--- src/rtl/rr_lock_arbiter_pkg.sv ---
// Shared types and defaults for the crossbar round-robin lock arbiter.
package rr_lock_arbiter_pkg;

    localparam int unsigned NPORT = 5;

    typedef enum logic [0:0] {
        StIdle,
        StGrant
    } arb_state_e;

endpackage

--- src/rtl/rr_priority_pick.sv ---
// Combinational rotating-priority search: first set request after base, base itself last.
module rr_priority_pick #(
    parameter int unsigned SIZE = 5,
    localparam int unsigned IDX_W = $clog2(SIZE)
) (
    input  logic [SIZE-1:0]  req,
    input  logic [IDX_W-1:0] base,
    output logic             found,
    output logic [IDX_W-1:0] winner
);

    int cand;

    // Walk from the lowest-priority offset down so the nearest requester wins last.
    always_comb begin
        found  = 1'b0;
        winner = '0;
        cand   = 0;
        for (int k = int'(SIZE); k >= 1; k--) begin
            cand = (int'(base) + k) % int'(SIZE);
            if (req[cand]) begin
                found  = 1'b1;
                winner = IDX_W'(cand);
            end
        end
    end

endmodule

--- src/rtl/rr_lock_arbiter.sv ---
// Round-robin arbiter that locks a grant for a whole packet, with optional hold timeout.
module rr_lock_arbiter
    import rr_lock_arbiter_pkg::*;
#(
    parameter int unsigned SIZE     = NPORT,
    parameter int unsigned HOLD_MAX = 0,
    localparam int unsigned IDX_W   = $clog2(SIZE)
) (
    input  logic             clock,
    input  logic             reset,
    input  logic [SIZE-1:0]  req,
    input  logic             enable,
    input  logic             pkt_release,
    output logic             grant_valid,
    output logic [SIZE-1:0]  grant_onehot,
    output logic [IDX_W-1:0] grant_idx,
    output logic             timeout
);

    localparam int unsigned CNT_W = (HOLD_MAX > 0) ? $clog2(HOLD_MAX + 1) : 1;

    arb_state_e       state_q;
    logic [IDX_W-1:0] last_ptr_q;
    logic [CNT_W-1:0] hold_cnt_q;

    logic             found;
    logic [IDX_W-1:0] winner;
    logic [IDX_W-1:0] base;
    logic             hold_hit;
    logic             holder_req;
    logic             end_cond;
    logic             issue;

    // While holding, search from the holder so it can only win again as sole requester.
    assign base       = (state_q == StGrant) ? grant_idx : last_ptr_q;
    assign hold_hit   = (HOLD_MAX != 0) && (hold_cnt_q == CNT_W'(HOLD_MAX));
    assign holder_req = req[grant_idx];
    assign end_cond   = pkt_release || !holder_req || hold_hit;
    assign issue      = enable && found && ((state_q == StIdle) || end_cond);

    rr_priority_pick #(
        .SIZE (SIZE)
    ) u_pick (
        .req    (req),
        .base   (base),
        .found  (found),
        .winner (winner)
    );

    always_ff @(posedge clock or negedge reset) begin
        if (!reset) begin
            state_q     <= StIdle;
            grant_valid <= 1'b0;
            grant_idx   <= '0;
            timeout     <= 1'b0;
            last_ptr_q  <= IDX_W'(SIZE - 1);
            hold_cnt_q  <= '0;
        end else begin
            timeout <= (state_q == StGrant) && hold_hit && !pkt_release && holder_req;
            if (issue) begin
                state_q     <= StGrant;
                grant_valid <= 1'b1;
                grant_idx   <= winner;
                last_ptr_q  <= winner;
                hold_cnt_q  <= CNT_W'(1);
            end else if (state_q == StGrant) begin
                if (end_cond) begin
                    state_q     <= StIdle;
                    grant_valid <= 1'b0;
                end else if (hold_cnt_q != '1) begin
                    hold_cnt_q <= hold_cnt_q + CNT_W'(1);
                end
            end
        end
    end

    always_comb begin
        grant_onehot = '0;
        if (grant_valid) begin
            grant_onehot[grant_idx] = 1'b1;
        end
    end

endmodule

--- config.mk ---
export PLATFORM = sky130hd
export DESIGN_NAME = rr_lock_arbiter
export DESIGN_NICKNAME = d
export VERILOG_FILES = /design/src/rtl/rr_lock_arbiter_pkg.sv /design/src/rtl/rr_priority_pick.sv /design/src/rtl/rr_lock_arbiter.sv
export SDC_FILE = /design/constraint.sdc
export NUM_CORES = 1
export LEC_CHECK = 0
export CAP_MARGIN = 20
export CORE_MARGIN = 4
export CORE_UTILIZATION = 60
export DETAILED_ROUTE_END_ITERATION = 10
export PLACE_DENSITY = 0.94
export SLEW_MARGIN = 20
export SYNTH_ARGS = -nofsm -noshare
export SYNTH_HDL_FRONTEND = slang
export SYNTH_SLANG_ARGS = --single-unit
--- constraint.sdc ---
create_clock -name clock -period 6.5 [get_ports clock]
set_input_delay 0.65 -clock clock [delete_from_list [all_inputs] [get_ports clock]]
set_output_delay 0.65 -clock clock [all_outputs]
set_load 0.02 [all_outputs]
# == Word-level counts from Yosys, hierarchy flattened ==
# Cells that the tools add are included.
# W data, S select, Z words.
# op_classes
addsub,5
n_div,5
n_lt_le_gt_ge,7
n_mux,37
bitwise_logic,1
n_reduce_logical,9
# ops
op,n
$lt A32 B5 Y1 const B,5
$mod A32 B4 Y32 const B,5
$mux W1,23
$bmux W1 S3,6
$mux W3,6
$add A3 B2 Y4 const B,2
$add A3 B3 Y4 const B,2
$mux W5,1
$add A3 B1 Y4 const B,1
$lt A3 B4 Y1 const B,1
$reduce_bool A2 Y1,2
$demux W1 S3,1
$ge A3 B1 Y1 const B,1
$logic_and A1 B1 Y1,3
$logic_or A1 B1 Y1,2
$reduce_and A2 Y1,1
$logic_not A1 Y1,1
$not A1 Y1,1
# totals
register_bits,8
word_cells,68

# == Longest topological paths before layout ==
# depth
depth_word,15
depth_mapped,19
ltp_nobuf,18

# == Modules after synthesis ==
# Synthesis repeated with hierarchy kept, for this count alone.
# hier_totals
cells_unflattened,279
area_unflattened_um2,2252.2
# modules_own_cells
module,n_inst,cells_per_inst,area_each_um2,seq_area_each_um2
rr_priority_pick,1,232,1781.7,0.0
rr_lock_arbiter,1,47,470.5,151.4

# == Least setup slack after synthesis ==
# Ideal clock, no wire load.
# synth_path
path_kind,register to register
from,reg grant_idx[0]
to,reg grant_idx[1]
setup_time_ps,125
arrival_time_ps,4512
required_ps,6375
setup_slack_ps,1863
stages_incl_launch_ff,20
path_buffers,2
period_less_slack_ps,4637
cell_sequence,dfrtp_1 > buf_2 > inv_1 > buf_1 > ha_1 > ha_1 > nor3_1 > mux2_4 > o211ai_1 > inv_1 > ha_1 > nand2b_1 > nand3_1 > a21oi_1 > nor3_4 > mux2_2 > o221ai_1 > nor3_2 > o211ai_4 > mux2_4
# synth_between
elab_chain_cells,13
word_cells_on_any_way,43
cone_classes,add/sub (5); div (5); mux (28); reduce/logical (5)
# synth_rtl
item,line_no,text
start: declaration,rr_lock_arbiter.sv:16,"output logic [IDX_W-1:0] grant_idx,"
start signal: assignment,rr_lock_arbiter.sv:63,grant_idx <= winner;
$mux W3,rr_lock_arbiter.sv:35,assign base = (state_q == StGrant) ? grant_idx : last_ptr_q;
$add A3 B3 Y4,rr_priority_pick.sv:20,cand = (int'(base) + k) % int'(SIZE);
$mod A32 B4 Y32,rr_priority_pick.sv:20,
$bmux W1 S3,rr_priority_pick.sv:21,if (req[cand]) begin
$mux W1 (not written as such) (2 in series),rr_priority_pick.sv:21,
$mux W1 (5 in series),rr_priority_pick.sv:21,
$logic_and A1 B1 Y1 (2 in series),rr_lock_arbiter.sv:39,assign issue = enable && found && ((state_q == StIdle) || end_cond);
# Parallel ways exist; a longest one is shown, timed or not. The select of a mux whose other input is x is not followed.
# A chain may end at the register's enable or synchronous reset.

# == Worst setup path in the final report ==
# Ends and elaborated chain as after synthesis.

==> impl_metrics.env <==
export IMPL_path_max_fanout=16
export IMPL_multi_input_area_sq_um=1840
export IMPL_ff_latch_area_sq_um=151
export IMPL_coreArea_sq_um=3440
export IMPL_nets=332
export IMPL_synthDistinctLibCells=80
export IMPL_ant_nets=0
export IMPL_cts_setup_buffers=0
export IMPL_hpwl_um=4330
export IMPL_clkLatencyLatePin_ns=0.23
export IMPL_maxCapViolCount=0
export IMPL_clock_sinks=6
export IMPL_yosysWarningCount=0
export IMPL_cts_htree_levels=1
export IMPL_worstPathRequired_ns=6.61
export IMPL_fillers=300
export IMPL_syn_cell_area_sq_um=2200
export IMPL_synth_edf_count=0
export IMPL_num_antenna_cells=0
export IMPL_routed_wl_um=5770
export IMPL_routedWlPerCell_um=16.6
export IMPL_slew_headroom_pct=56.4
export IMPL_die_w_um=68.6
export IMPL_setup_viol=0
export IMPL_cts_tree="done"
export IMPL_finalSetupTns_ns=0
export IMPL_final_util_pct=69.0
export IMPL_cts_root_buf="clkbuf_8"
export IMPL_drc=0
export IMPL_cts_buffer_depth=2
export IMPL_finalClockSkew_ns=0.00483
export IMPL_worstMarginPinSlew_ns=0.650
export IMPL_critPathCaptureType="flip-flop"
export IMPL_drt_initial_drc_count=280
export IMPL_synth_async_reset_ratio_pct=100
export IMPL_path_class="reg2reg"
export IMPL_finalHoldViolations=0
export IMPL_grt_overflow=0
export IMPL_synth_nets=327
export IMPL_dr_total_vias=2324
export IMPL_finalNonFillerCells=347
export IMPL_grt_use_total_pct=25.9
export IMPL_drt_pass1_iter_count=6
export IMPL_critPathArrivalTime_ns=5.07
export IMPL_row_count=21
export IMPL_grt_antenna_before_repair=0
export IMPL_die_h_um=68.6
export IMPL_ys_seq_elements=6
export IMPL_port_buffers=17
export IMPL_vias_per_cell=6.70
export IMPL_grt_pass1_vias=2089
export IMPL_cts_resized=0
export IMPL_grt_pass1_wl_um=9400
export IMPL_period_share_pct=76.3
export IMPL_grt_max_degree=37
export IMPL_dp_cells=343
export IMPL_start_util_pct=64.0
export IMPL_fmax_ghz=0.202
export IMPL_ios=19
export IMPL_hp_class="reg2reg"
export IMPL_syn_to_final_growth_pct=7.66
export IMPL_layout_drive_gt1_share_pct=10.3
export IMPL_synthCells=297
export IMPL_place_congestion=0.929
export IMPL_cts_hold_buf=0
export IMPL_status="finished, final reports clean"
export IMPL_r2r_setup_slack_ns=1.54
export IMPL_path_clk_slew_ns=0.04
export IMPL_drv_slew=0
export IMPL_die_area_sq_um=4710
export IMPL_rsz0062_at_grt="false"
export IMPL_yosysSeqAreaShare_pct=6.87
export IMPL_min_period_ns=4.96
export IMPL_cp_start_kind="flip-flop"
export IMPL_syn_avg_cell_area_sq_um=7.42
export IMPL_synth_top_flop_cell="dfrtp_1"
export IMPL_cts_inserted_buffers=3
==> layer usage <==
layer / global-route usage, % / share of wire [%] / up-vias / wire, um
li1: - / - / 1111 / -
met1: 35.6 / 44 / 1058 / 2530
met2: 40.5 / 44 / 126 / 2550
met3: 4.54 / 8.6 / 29 / 499
met4: 8.93 / 3.2 / 0 / 186
met5: 0 / 0 / - / 0
==> cell usage after synthesis (all sizes together), types with 3 or more instances <==
library cell / count / area (sq um)
ha: 21 / 263
o21a: 3 / 22.5
o21ai: 9 / 45.0
o211a: 3 / 30.0
o211ai: 11 / 106
inv: 24 / 92.6
buf: 10 / 83.8
nand2: 33 / 124
xnor2: 6 / 52.6
a31oi: 5 / 31.3
o22ai: 5 / 37.5
nor2: 16 / 60.1
a21oi: 16 / 95.1
mux2: 5 / 67.6
a211o: 3 / 27.5
and3: 3 / 18.8
a211oi: 3 / 22.5
a21o: 3 / 22.5
nand4: 6 / 37.5
and2: 5 / 31.3
nor2b: 4 / 25.0
nand2b: 9 / 56.3
clkbuf: 9 / 35.0
nor3: 14 / 86.3
mux2i: 8 / 80.1
o311ai: 3 / 26.3
nand3: 9 / 45.0
or2: 3 / 18.8
dfrtp: 5 / 125
==> critical path: stages, from the launching register on <==
cell	delay (ns)
dfrtp_1	0.36
inv_1	0.41
ha_1	0.55
ha_1	0.33
nor3_1	0.08
mux2_4	0.31
o211ai_1	0.43
inv_1	0.16
ha_1	0.22
nand2b_1	0.16
nand3_1	0.09
a21oi_1	0.12
nor3_4	0.34
mux2_2	0.37
o221ai_1	0.22
nor3_2	0.11
o211ai_4	0.25
mux2_4	0.32
==> registers in the layout (all words and copies together) (netlist names) <==
name         count
grant_valid      1
state_q          1
last_ptr_q       1
grant_idx        3
==> worst paths after layout <==
kind | start | to | depth (start not counted)
max | grant_idx[0]$_DFFE_PN0P_ | grant_idx[1]$_DFFE_PN0P_ | 17
min | last_ptr_q[2]$_DFFE_PN1P_ | last_ptr_q[2]$_DFFE_PN1P_ | 2
max reg2reg | grant_idx[0]$_DFFE_PN0P_ | grant_idx[1]$_DFFE_PN0P_ | 17
min reg2reg | last_ptr_q[2]$_DFFE_PN1P_ | last_ptr_q[2]$_DFFE_PN1P_ | 2
max in group asynchronous | reset | last_ptr_q[2]$_DFFE_PN1P_ | 1
min in group asynchronous | reset | grant_idx[2]$_DFFE_PN0P_ | 1
==> cells by family after synthesis <==
logic type / share of synthesized area, %
mux: 8.74
simple gates: 28.7
other cells: 0.170
compound gates: 31.5
xor+xnor: 2.38
buf+inv: 9.76
fa+ha+maj: 11.9
flops: 6.87
==> layout by cell type, fill, tap and decap left out, types with 5 or more instances in the layout <==
cell type / instances
clkdlybuf4s50_1: 17
nand3_1: 9
inv_1: 22
nand2b_1: 9
nand4_1: 6
and2_1: 5
dfrtp_1: 5
a31oi_1: 5
mux2i_1: 8
nor2_1: 16
o21ai_0: 7
a21oi_1: 14
ha_1: 21
xnor2_1: 6
o211ai_1: 8
nor3_1: 12
nand2_1: 33
==> area by class of cell <==
class / count / area share, %
Inverter: 25 / 4.06
Tap cell: 46 / 2.42
Clock buffer: 4 / 1.90
Sequential cell: 6 / 6.38
Multi-Input combinational cell: 247 / 77.4
Timing Repair Buffer: 19 / 7.80
==> through the flow <==
stage          setup slack (ns)  hold slack (ns)  instance area, sq um
4_1_cts                    1.59            0.480                  2370
6_report                   1.54            0.483                  2370
5_1_grt                    1.18            0.511                  2370
2_1_floorplan              1.86            0.354                  2200
3_3_place_gp               1.81            0.478                  2330
3_5_place_dp               1.61            0.475                  2330
Power is left out: the tool's default activity adds up to more than one toggle a clock period on the data nets, which glitch-free logic cannot reach.
